**src/rtl/vga_bounce_box_if.sv**
```systemverilog
// Pixel-source bus between the VGA timing block and the bouncing-box generator.
//   master : timing side. Drives pix_en/hcount/vcount/freeze and receives the pixel.
//   slave  : pixel source. Receives the counters and drives pix_data/pix_act/frame_cnt.
// Signals:
//   pix_en    - one-cycle pixel strobe
//   hcount    - horizontal pixel counter
//   vcount    - vertical line counter
//   freeze    - hold the square in place at the next update point
//   pix_data  - registered RGB332 pixel, MSB = red2
//   pix_act   - registered active-area flag, aligned with pix_data
//   frame_cnt - update points seen since reset; wraps at 16 bits
interface vga_bounce_box_if;
  logic        pix_en;
  logic [9:0]  hcount;
  logic [9:0]  vcount;
  logic        freeze;
  logic [7:0]  pix_data;
  logic        pix_act;
  logic [15:0] frame_cnt;

  modport master (
    output pix_en, hcount, vcount, freeze,
    input  pix_data, pix_act, frame_cnt
  );

  modport slave (
    input  pix_en, hcount, vcount, freeze,
    output pix_data, pix_act, frame_cnt
  );
endinterface

```
**src/rtl/vga_bounce_box.sv**
```systemverilog
// Pixel source for a 640x480 VGA timing block: draws a solid square on a flat
// background and bounces it diagonally off the edges of the active area. The
// square moves once per frame, at the update point in vertical blanking
// (hcount==0, vcount==V_ACT_END), so a displayed frame is never torn.
// Ports:
//   clk - system clock
//   rst - synchronous active-high reset
//   bus - vga_bounce_box_if.slave: counters/strobe/freeze in, pixel/flags out
// All outputs are registered and update only on pix_en (or rst).
module vga_bounce_box #(
  parameter int unsigned H_ACT_BEGIN = 143,
  parameter int unsigned H_ACT_END   = 783,
  parameter int unsigned V_ACT_BEGIN = 34,
  parameter int unsigned V_ACT_END   = 514,
  parameter int unsigned BOX_SIZE    = 32,
  parameter int unsigned STEP        = 2,
  parameter logic [7:0]  BOX_COLOR   = 8'b11100000,
  parameter logic [7:0]  BG_COLOR    = 8'b00000011
) (
  input  logic            clk,
  input  logic            rst,
  vga_bounce_box_if.slave bus
);

  localparam logic [9:0]  X_MAX  = 10'(640 - BOX_SIZE);
  localparam logic [9:0]  Y_MAX  = 10'(480 - BOX_SIZE);
  localparam logic [10:0] H_BEG  = 11'(H_ACT_BEGIN);
  localparam logic [10:0] H_END  = 11'(H_ACT_END);
  localparam logic [10:0] V_BEG  = 11'(V_ACT_BEGIN);
  localparam logic [10:0] V_END  = 11'(V_ACT_END);
  localparam logic [10:0] BOX_11 = 11'(BOX_SIZE);

  typedef struct packed {
    logic [9:0] pos;
    logic       dir;  // 1 = increasing (right / down)
  } axis_t;

  // One bounce step along an axis. Hitting an edge clamps to it and reverses,
  // so the square always lands exactly on 0 or lim before turning around.
  function automatic axis_t move_axis(input logic [9:0] pos, input logic dir,
                                      input logic [9:0] lim);
    axis_t       r;
    logic [10:0] p;
    logic [10:0] s;
    logic [10:0] m;
    p     = {1'b0, pos};
    s     = 11'(STEP);
    m     = {1'b0, lim};
    r.pos = pos;
    r.dir = dir;
    if (dir) begin
      if (p + s >= m) begin
        r.pos = lim;
        r.dir = 1'b0;
      end else begin
        r.pos = 10'(p + s);
      end
    end else begin
      if (p <= s) begin
        r.pos = '0;
        r.dir = 1'b1;
      end else begin
        r.pos = 10'(p - s);
      end
    end
    return r;
  endfunction

  // Square state
  logic [9:0]  x_pos;
  logic [9:0]  y_pos;
  logic        dir_x;
  logic        dir_y;

  // Output registers
  logic [7:0]  pix_data_q;
  logic        pix_act_q;
  logic [15:0] frame_cnt_q;

  // Combinational next values
  logic [10:0] h11;
  logic [10:0] v11;
  logic        act;
  logic        in_box;
  logic        update_pt;
  logic [7:0]  pix_next;
  axis_t       x_nxt;
  axis_t       y_nxt;

  // 11-bit compares so BEGIN + pos + BOX_SIZE never wraps.
  assign h11 = {1'b0, bus.hcount};
  assign v11 = {1'b0, bus.vcount};

  // NOTE: every signal gets a default at the top of always_comb so no path
  // leaves it unassigned; otherwise a latch is inferred.
  always_comb begin
    act       = 1'b0;
    in_box    = 1'b0;
    update_pt = 1'b0;
    pix_next  = 8'h00;
    x_nxt     = move_axis(x_pos, dir_x, X_MAX);
    y_nxt     = move_axis(y_pos, dir_y, Y_MAX);

    act    = (h11 >= H_BEG) && (h11 < H_END) &&
             (v11 >= V_BEG) && (v11 < V_END);
    in_box = (h11 >= H_BEG + {1'b0, x_pos}) &&
             (h11 <  H_BEG + {1'b0, x_pos} + BOX_11) &&
             (v11 >= V_BEG + {1'b0, y_pos}) &&
             (v11 <  V_BEG + {1'b0, y_pos} + BOX_11);

    if (act) begin
      pix_next = in_box ? BOX_COLOR : BG_COLOR;
    end

    // First pixel of the first blanking line: once per frame, never visible.
    update_pt = (bus.hcount == 10'd0) && (v11 == V_END);
  end

  // NOTE: all state uses non-blocking assignments so every register samples
  // pre-edge values, regardless of statement order.
  always_ff @(posedge clk) begin
    if (rst) begin
      x_pos       <= '0;
      y_pos       <= '0;
      dir_x       <= 1'b1;
      dir_y       <= 1'b1;
      pix_data_q  <= 8'h00;
      pix_act_q   <= 1'b0;
      frame_cnt_q <= '0;
    end else if (bus.pix_en) begin
      pix_act_q  <= act;
      pix_data_q <= pix_next;
      if (update_pt) begin
        frame_cnt_q <= frame_cnt_q + 16'd1;
        if (!bus.freeze) begin
          x_pos <= x_nxt.pos;
          dir_x <= x_nxt.dir;
          y_pos <= y_nxt.pos;
          dir_y <= y_nxt.dir;
        end
      end
    end
  end

  assign bus.pix_data  = pix_data_q;
  assign bus.pix_act   = pix_act_q;
  assign bus.frame_cnt = frame_cnt_q;

endmodule

```
**src/flat_wrapper.sv**
```systemverilog
// flat-port wrapper written by rule: the top's interface ports become plain ports
module vga_bounce_box_flat 
#(
  parameter int unsigned H_ACT_BEGIN = 143,
  parameter int unsigned H_ACT_END   = 783,
  parameter int unsigned V_ACT_BEGIN = 34,
  parameter int unsigned V_ACT_END   = 514,
  parameter int unsigned BOX_SIZE    = 32,
  parameter int unsigned STEP        = 2,
  parameter logic [7:0]  BOX_COLOR   = 8'b11100000,
  parameter logic [7:0]  BG_COLOR    = 8'b00000011
)
  (clk, rst, bus_pix_en, bus_hcount, bus_vcount, bus_freeze, bus_pix_data, bus_pix_act, bus_frame_cnt);
  vga_bounce_box_if bus_i ();
  input  logic clk;
  input  logic rst;
  input wire logic [$bits(bus_i.pix_en)-1:0] bus_pix_en;
  input wire logic [$bits(bus_i.hcount)-1:0] bus_hcount;
  input wire logic [$bits(bus_i.vcount)-1:0] bus_vcount;
  input wire logic [$bits(bus_i.freeze)-1:0] bus_freeze;
  output wire logic [$bits(bus_i.pix_data)-1:0] bus_pix_data;
  output wire logic [$bits(bus_i.pix_act)-1:0] bus_pix_act;
  output wire logic [$bits(bus_i.frame_cnt)-1:0] bus_frame_cnt;
  assign bus_i.pix_en = bus_pix_en;
  assign bus_i.hcount = bus_hcount;
  assign bus_i.vcount = bus_vcount;
  assign bus_i.freeze = bus_freeze;
  assign bus_pix_data = bus_i.pix_data;
  assign bus_pix_act = bus_i.pix_act;
  assign bus_frame_cnt = bus_i.frame_cnt;
  vga_bounce_box #(.H_ACT_BEGIN(H_ACT_BEGIN), .H_ACT_END(H_ACT_END), .V_ACT_BEGIN(V_ACT_BEGIN), .V_ACT_END(V_ACT_END), .BOX_SIZE(BOX_SIZE), .STEP(STEP), .BOX_COLOR(BOX_COLOR), .BG_COLOR(BG_COLOR)) u_core (.clk(clk), .rst(rst), .bus(bus_i));
endmodule
```
**config.mk**
```make
export PLATFORM = sky130hd
export DESIGN_NAME = vga_bounce_box_flat
export DESIGN_NICKNAME = d
export VERILOG_FILES = /design/src/rtl/vga_bounce_box_if.sv /design/src/rtl/vga_bounce_box.sv /design/src/flat_wrapper.sv
export SDC_FILE = /design/constraint.sdc
export NUM_CORES = 1
export LEC_CHECK = 0
export CORE_ASPECT_RATIO = 0.75
export CORE_MARGIN = 1
export CORE_UTILIZATION = 57
export CTS_CLUSTER_DIAMETER = 30
export DETAILED_ROUTE_END_ITERATION = 8
export PLACE_DENSITY_LB_ADDON = 0.05
export SYNTH_ARGS = -nofsm -noshare
export SYNTH_HDL_FRONTEND = slang
export SYNTH_SLANG_ARGS = --single-unit
```
**constraint.sdc**
```tcl
create_clock -name clk -period 4.1 [get_ports clk]
set_input_delay 0.615 -clock clk [delete_from_list [all_inputs] [get_ports clk]]
set_output_delay 0.615 -clock clk [all_outputs]
set_load 0.03 [all_outputs]
```
==> results of run 1 <==
[stage by stage]
stage | utilization [%] | worst slack, ps | total power, W | cell area, um2
after floorplan | - | 743 | 0.000440 | 3790
after global placement | 67.3 | 633 | 0.000483 | 4270
after detailed placement | 67.3 | 510 | 0.000484 | 4270
after CTS | 68.9 | 476 | 0.000781 | 4380
after global routing | 68.9 | 111 | 0.000804 | 4380
final | 68.9 | 465 | 0.000779 | 4380
[report_power, final]
part           total [W]  internal, W  switching (W)
registers       0.000380     0.000379    0.000000866
clock network   0.000301     0.000153       0.000148
logic          0.0000972    0.0000450      0.0000522
[sequential cells by signal (all words and copies together), names as in the netlist]
register and flops:
u_core.y_pos 9, u_core.x_pos 9, u_core.bus.frame_cnt 16, u_core.bus.pix_data 2
u_core.dir_y 1, u_core.dir_x 1, u_core.bus.pix_act 1
[metal layers]
| metal | global-route usage [%] | part of all wire (%) |
|---|---|---|
| met1 | 48.1 | 49 |
| met2 | 47.7 | 42 |
| met3 | 6.08 | 8.4 |
| met4 | 6.47 | 0.77 |
| met5 | 0 | 0 |
[path summary, 6_finish.rpt]
check                           from                endpoint  slack (ps)
setup reg to reg     u_core.x_pos[1]  u_core.bus.pix_data[6]         470
setup / recovery     u_core.x_pos[1]  u_core.bus.pix_data[6]         470
hold reg to reg   u_core.bus.pix_act      u_core.bus.pix_act         490
hold / removal    u_core.bus.pix_act      u_core.bus.pix_act         490
[logic make-up after synthesis]
logic type / after synthesis / synth area share, %
xor+xnor: 33 / 7.65
buf+inv: 64 / 7.02
mux: 1 / 0.265
compound gates: 139 / 24.9
other cells: 1 / 0.0992
fa+ha+maj: 38 / 12.6
flops: 39 / 20.7
simple gates: 193 / 26.8
[layout make-up]
class / count / share of cell area (%)
clock buffer: 7 / 2.20
clock inverter: 1 / 0.172
inverter: 29 / 2.49
multi-input combinational: 407 / 62.8
sequential: 39 / 17.8
tap: 81 / 2.32
timing repair buffer: 56 / 12.2
[cell usage after synthesis (12+ instances only)]
master,count,area (um2)
nand4_1,13,81.3
xnor2_1,23,201
o21ai_0,33,165
nand2_1,40,150
ha_1,38,475
dfxtp_1,39,781
clkbuf_1,26,97.6
nor2_1,35,131
inv_1,29,109
nor4_1,12,75.1
nand3_1,12,60.1
a21oi_1,34,170
nor3_1,27,135
[worst max-delay path, stage by stage, from the launching register on]
cell       delay [ps]
dfxtp_1           490
inv_1             140
ha_1              290
nor2b_1           180
or3_1             350
a2111oi_0         430
buf_4             190
xnor2_1           110
ha_1              260
nand3_1           110
o22ai_1            80
a2111oi_0         360
a311o_1           190
nand3_1            90
o32ai_1           260
[layout by cell type, fill, tap and decap left out, types with 4 or more instances in the layout]
master           instances
clkdlybuf4s50_1         45
nand2_1                 40
dfxtp_1                 39
ha_1                    38
nor2_1                  35
a21oi_1                 34
o21ai_0                 33
inv_1                   29
nor3_1                  27
xnor2_1                 23
nand4_1                 13
nand3_1                 12
nor4_1                  11
buf_4                   11
xor2_1                  10
and3_1                   7
o311ai_0                 7
or3_1                    7
nand2b_1                 7
or4_1                    7
clkbuf_8                 7
o31ai_1                  6
a211oi_1                 6
and2_1                   5
nor2b_1                  4
a2111oi_0                4
nand3b_1                 4
a21o_1                   4
o2111ai_1                4
a311oi_1                 4
==> impl_results.md, run 1 <==
* Status: complete, no violations
* Final period util at 88.7%
* Area grow syn2layout at 15.8%
* Total length of routed wires at 10700 um
* Max Fclk at 275 MHz
* Final slew viol count at 0
* Pin count of the biggest net entering global routing at 35
* Grt total ovfl at 0
* Post-Syn Area at 3780 um2
* WP data arrival at approximately 3800 ps
* Drt pass-1 iters at 7
* Layout Nets at 600
* Sequential area share after synthesis at 20.7%
* Worst hold stages at 2
* Finished Layout Cells at 620
* Layout cells sized above 1 at 5.19%
* Port Buffers at 45
* Floorplan core area at 6350 um2
* # IOs at 49
* Placed Cells at 612
* CTS tree: built
* Register Area at 781 um2
* Initial antenna violation count at 0
* Unrepaired setup endpoints after global routing: no
* First-pass GRT wire length at 17400 um
* Synth Register Bits at 39
* Peak fanout along the critical path at 10
* Hold/Removal Path Class: reg -> reg
* Worst slew margin at 42.9%
* Antenna viol nets, final at 0
* Synth Flop Type: dfxtp_1
* Crit path time final at ~3600 ps
* Clk_skew at between 10 and 15 ps
* Tot GR Track Use at 32.2%
* Hold Violations, Final at 0
* DR DRC count at 0
* Via count at 3997
* Worst skew pair latency at 310 ps
* H-tree Lvls at 2
* Total negative setup slack at 0 ps
* Actual slew at the worst max-slew pin at around 850 ps
* Iteration-0 DRC Markers at between 200 and 250
* Post-CTS Setup Repair Bufs at 0
* Syn Area/Cell at 7.44 um2
* Clk buf depth at 2
* Worst hold slack at 490 ps
* Clk sinks at 39
* Critical Path RT at 4300 ps
* Startpoint type of the worst setup path: flip-flop
* Antenna cell count at 0
* Die H at 72.5 um
* Cells after Synth at 508
* Library cells used by synthesis at 66
* P_leak at between 1.5 and 2 nW
* Setup violators final at 0
* Number of global-route vias before repair at 3512
* Hold-fix buffer count after cts at 0
* EDFF count, synth at 0
* Synth Warn # at 0
* Max-cap violations at 0
* CTS root buffer: clkbuf_8
* Crit. End Element: flip-flop
* Worst-path clk slew at around 80 ps
* # rows at 25
* Detailed Place HPWL at 8070 um
* Starting Density at 59.5%
* Reg2reg path depth at 14
* Final Wtd Congestion at 0.934
* Post-cts sizing count at 0
* PD cells at 178 nW/um2
* Routed len/inst at 17.3 um
* Via density at 6.45
* Async SR Flop Fraction at 0%
* Total CTS buffers at 5
* IR Drop Worst-Case VDD at 0.151 mV
* Die Width at between 90 and 100 um
* Multi-input logic area at 2750 um2
* Critical setup path kind: reg -> reg
* Die Area at 6960 um2
* Fill cells at 563
No activity file was read; power rests on OpenSTA's default activity.
==> run 2, diff against run 1 <==
CORE_MARGIN = unset   (was 1)
clock period = 3.4 ns   (was 4.1 ns; I/O delays follow)
==> run 2 against run 1 <==
  * Power is 26% higher
  * Non-clock buffer count is 21 higher
  * Core utilization grew 2.8 points
  * Cell count grew 3.4%
  * Sequential power rose by 21%
  * Sequential share of layout area is 0.66 points lower
  * Wire length is 4.0% higher
  * Die area unchanged
  * Combinational power grew 24%
  * Worst setup slack worse by 390 ps
  * Clock power grew 34%
==> impl_results.md, run 2 (synthesis results as in run 1) <==
* Crit path time final at 3320 ps
* Slowest stage delay, CP at 370 ps
* PD cells at 216 nW/um2
* Status: complete, no violations
* Total CTS buffers at 5
* IR Drop Worst-Case VDD at 0.189 mV
* Final period util at 97.7%
* Layout cells sized above 1 at 9.11%
* Die Area at 6960 um2
* # IOs at 49
* Number of global-route vias before repair at about 3.6k
* Unrepaired setup endpoints after global routing: yes
* Critical Path RT at 3590 ps
* Starting Density at 59.5%
* Floorplan core area at 6350 um2
* Die H at 72.5 um
* Antenna viol nets, final at 0
* Final WS setup at 79.7 ps
* P_leak at 1.70 nW
* Actual slew at the worst max-slew pin at 573 ps
* Setup violators final at 0
* Final Wtd Congestion at 0.941
* Peak fanout along the critical path at 4
* Drt pass-1 iters at 5
* Critical path, cell by cell: inv_1, ha_1, nor2b_1, or3_1, a2111oi_2, buf_4, xnor2_1, ha_1, nand3_1, o22ai_1, a2111oi_1, a311o_1, nand3_1, o32ai_1
* Detailed Place HPWL at 8520 um
* Max Fclk at 301 MHz
* Most common cell after layout, fill and taps aside: clkdlybuf4s50_1
* Area grow syn2layout at 20.4%
* CTS tree: built
* Final slew viol count at 0
* H-tree Lvls at 2
* Hold/Removal Path Class: reg -> reg
* Register Area at roughly 780 um2
* Multi-input logic area at 2760 um2
* Clk_skew at 20.0 ps
* Worst hold stages at 2
* Die Width at around 96 um
* Clk sinks at 39
* Iteration-0 DRC Markers at 321
* Reg2reg path depth at 14
* Max reg flops at 16
* Critical setup path kind: reg -> reg
* Final Util at a little under three quarters
* Antenna cell count at 0
* Crit. End Element: flip-flop
* Max-cap violations at 0
* Most frequent cells in the layout: clkdlybuf4s50_1, nand2_1, ha_1, dfxtp_1, nor2_1
* Worst slew margin at 60.8%
* Tot GR Track Use at 32.6%
* Fill cells at 513
* Critical-path top delay cell: a2111oi_2
* Worst-path clk slew at around 90 ps
* Layout Nets at just over 600
* Clk buf depth at 2
* Routed len/inst at roughly 17 um
* WP data arrival at between 3000 and 4000 ps
* Hold-fix buffer count after cts at 0
* Via density at between 6 and 7
* Startpoint type of the worst setup path: flip-flop
* First-pass GRT wire length at 17500 um
* DR DRC count at 0
* Via count at roughly 4k
* CTS root buffer: clkbuf_8
* Initial antenna violation count at 0
* Port Buffers at 45
* Setup Slack @ Placement at 108 ps
* Hold Violations, Final at 0
* Pin count of the biggest net entering global routing at 17
* Worst skew pair latency at about 300 ps
* # rows at 25
* Worst R2R Setup Slack at 80 ps
* Grt total ovfl at 0
* Total length of routed wires at 11100 um
run 2: worst paths after layout:
check,from,end
worst min register to register,u_core.bus.pix_act,u_core.bus.pix_act
worst max register to register,u_core.x_pos[1],u_core.bus.pix_data[6]
worst min-delay path,u_core.bus.pix_act,u_core.bus.pix_act
worst max-delay path,u_core.x_pos[1],u_core.bus.pix_data[6]
run 2: per-stage QoR:
stage,hold WS [ps],TNS (ps),power (W),instance area (um2),cells
floorplan,505,0,0.000531,3790,510
global placement,465,0,0.000584,4410,631
detailed placement,470,0,0.000588,4410,631
CTS,486,0,0.000981,4530,639
global route,506,-78.3,0.00102,4550,641
finish,486,0,0.000983,4550,641
run 2: where the power goes:
part	leakage [nW]	internal, W	switching (W)	total (W)
registers	0.315	0.000458	0.000000890	0.000459
clock network	0.0581	0.000219	0.000185	0.000404
logic	1.33	0.0000567	0.0000640	0.000121
total	1.70	0.000733	0.000250	0.000983
run 2: timing repair:
| item | CTS | global route |
|---|---|---|
| resized for setup | 0 | 4 |
| endpoints found under the setup margin | 0 | 2 |
| setup buffers | 0 | 2 |
run 2: worst max-delay path: cells and delay by family (launching register included):
family,cells,cell delay (ps)
AO/OA/AOI/OAI,5,1280
flip-flops,1,350
AND/OR/NAND/NOR,4,730
XOR/XNOR,1,110
adder cells (fa/ha/maj),2,470
buffers and inverters,2,260
run 2: layout make-up:
type                    count  area share [%]
clock buffers               5            1.51
clock inverters             3           0.962
inverters                  29            2.39
multi-input cells         407            60.5
flip-flops and latches     39            17.2
well taps                  81            2.23
repair buffers             77            15.2
run 2: layer usage:
metal  vias up  GRT usage (%)  share of wire [%]
met2       205           48.3                 42
li1       1985              -                  -
met4         0           8.96                2.0
met3        28           6.08                9.2
met1      1905           48.0                 47
met5         -              0                  0
==> run 3, diff against run 2 <==
CAP_MARGIN = 40   (was unset)
CORE_UTILIZATION = 35   (was 57)
==> run 3 against run 2 <==
  * Global-route usage down 11 points
  * Largest power group is now the clock network
  * Power up 8.1%
  * Count of clock-buffer cells in the layout up 1
  * Cell count up 9.2%
  * Critical path depth unchanged
==> impl_results.md, run 3 (synthesis results as in run 1) <==
* Status: complete, no violations
* Critical Path RT at 3600 ps
* Die H at 92 um
* Total CTS buffers at 5
* Pin count of the biggest net entering global routing at 35
* Fill cells at about 1.1k
* Starting Density at 36.3%
* PD cells at 226 nW/um2
* P_leak at roughly 1.8 nW
* Floorplan core area at 10400 um2
* Worst hold slack at 482 ps
* Layout Nets at between 600 and 700
* CTS tree: built
* Antenna viol nets, final at 0
* DR DRC count at 0
* Crit path time final at 3220 ps
* Hold-fix buffer count after cts at 0
* Number of global-route vias before repair at approximately 3.6k
* Max Fclk at 310 MHz
* Via density at 5.70
* Worst-path clk slew at 60 ps
* Grt total ovfl at 0
* Actual slew at the worst max-slew pin at 631 ps
* # rows at 32
* Layout cells sized above 1 at 10.1%
* CP Buf/Inv Count at 2
* IR Drop Worst-Case VDD at 0.142 mV
* H-tree Lvls at 2
* Crit. End Element: flip-flop
* Total power at 0.00106 W
* Via count at ~4k
* Final slew viol count at 0
* Max reg flops at 16
* Routed len/inst at ~17 um
* Startpoint type of the worst setup path: flip-flop
* Hold/Removal Path Class: reg -> reg
* First-pass GRT wire length at 19000 um
* Initial antenna violation count at 0
* Worst slew margin at 57.6%
* Final Wtd Congestion at 0.841
* Drt pass-1 iters at 5
* Clk sinks at 39
* Slowest stage delay, CP at 380 ps
* Hold Violations, Final at 0
* Port Buffers at 45
* Most common cell after layout, fill and taps aside: clkdlybuf4s50_1
* WP data arrival at 3420 ps
* Die Width at 122 um
* Critical setup path kind: reg -> reg
* # IOs at 49
* Total length of routed wires at 11700 um
* Detailed Place HPWL at between 9000 and 10000 um
* Fin area at 4700 um2
* Peak fanout along the critical path at 4
* Placed instance area at 4510 um2
* Final period util at between 90 and 100%
* CP top delay family: compound AO/OA/AOI/OAI gates
* Unrepaired setup endpoints after global routing: no
* Clk buf depth at 2
* Die Area at 11200 um2
* Iteration-0 DRC Markers at 270
* Setup violators final at 0
* Critical path, cell by cell: inv_1, ha_1, nor2b_1, or3_1, a2111oi_2, buf_4, xnor2_1, ha_1, nand3_1, o22ai_1, a2111oi_1, a311o_1, nand3_1, o32ai_1
* Antenna cell count at 0
* CTS root buffer: clkbuf_16
* Tot GR Track Use at 21.7%
* Clk_skew at 3.79 ps
* Critical-path top delay cell: a2111oi_1
* Worst skew pair latency at between 200 and 300 ps
* Max-cap violations at 0
* Area grow syn2layout at 24.4%
* Worst R2R Setup Slack at 180 ps
* Most frequent cells in the layout: clkdlybuf4s50_1, nand2_1, ha_1, dfxtp_1, buf_4
* Total negative setup slack at 0 ps
-- run 3: changes by cell type in the layout (fill, tap and decap cells not counted), moves of 2 or more --
| cell | before | now |
|---|---|---|
| buf_4 | 32 | 37 |
| clkbuf_16 | 0 | 5 |
| clkbuf_8 | 5 | 1 |
| xnor2_1 | 23 | 21 |
| xnor2_2 | 0 | 2 |
-- run 3: path summary, 6_finish.rpt --
check | to | depth (start not counted) | startpoint
max | u_core.bus.pix_data[6] | 14 | u_core.x_pos[1]
min | u_core.bus.pix_act | 2 | u_core.bus.pix_act
max reg2reg | u_core.bus.pix_data[6] | 14 | u_core.x_pos[1]
min reg2reg | u_core.bus.pix_act | 2 | u_core.bus.pix_act
-- run 3: worst register-to-register path: stages, from the launching register on --
cell,delay (ps)
dfxtp_1,320
inv_1,80
ha_1,210
nor2b_1,160
or3_1,360
a2111oi_2,360
buf_4,170
xnor2_1,120
ha_1,270
nand3_1,110
o22ai_1,90
a2111oi_1,390
a311o_1,210
nand3_1,90
o32ai_1,200
-- run 3: per-layer routing --
layer  wire length (um)  global-route usage, %
met3                987                   4.54
met4                169                   4.73
met1               6140                   34.5
met2               4390                   28.5
met5                  0                      0
-- run 3: layout make-up --
type	count	area (um2)	area share, %
multi-input cells	407	2770	58.9
clock inverters	1	5.00	0.106
well taps	136	170	3.62
inverters	29	109	2.31
clock buffers	6	139	2.95
flip-flops and latches	39	782	16.6
repair buffers	82	728	15.5
-- run 3: metrics by stage --
step	cells	utilization, %	setup slack, ps
final	700	45.2	178
after global routing	700	45.2	0.361
after CTS	697	44.7	126
after detailed placement	690	43.4	147
after global placement	690	43.4	180
after floorplan	510	-	42.6
-- run 3: timing repair --
| item | CTS | global route |
|---|---|---|
| resized for setup | 0 | 8 |
| buffers inserted | 0 | 3 |
| endpoints found under the setup margin | 0 | 2 |
-- run 3: report_power, final --
part,switching (W),total (W),internal [W]
registers,0.000000972,0.000459,0.000458
logic,0.0000639,0.000122,0.0000577
clock network,0.000195,0.000482,0.000287
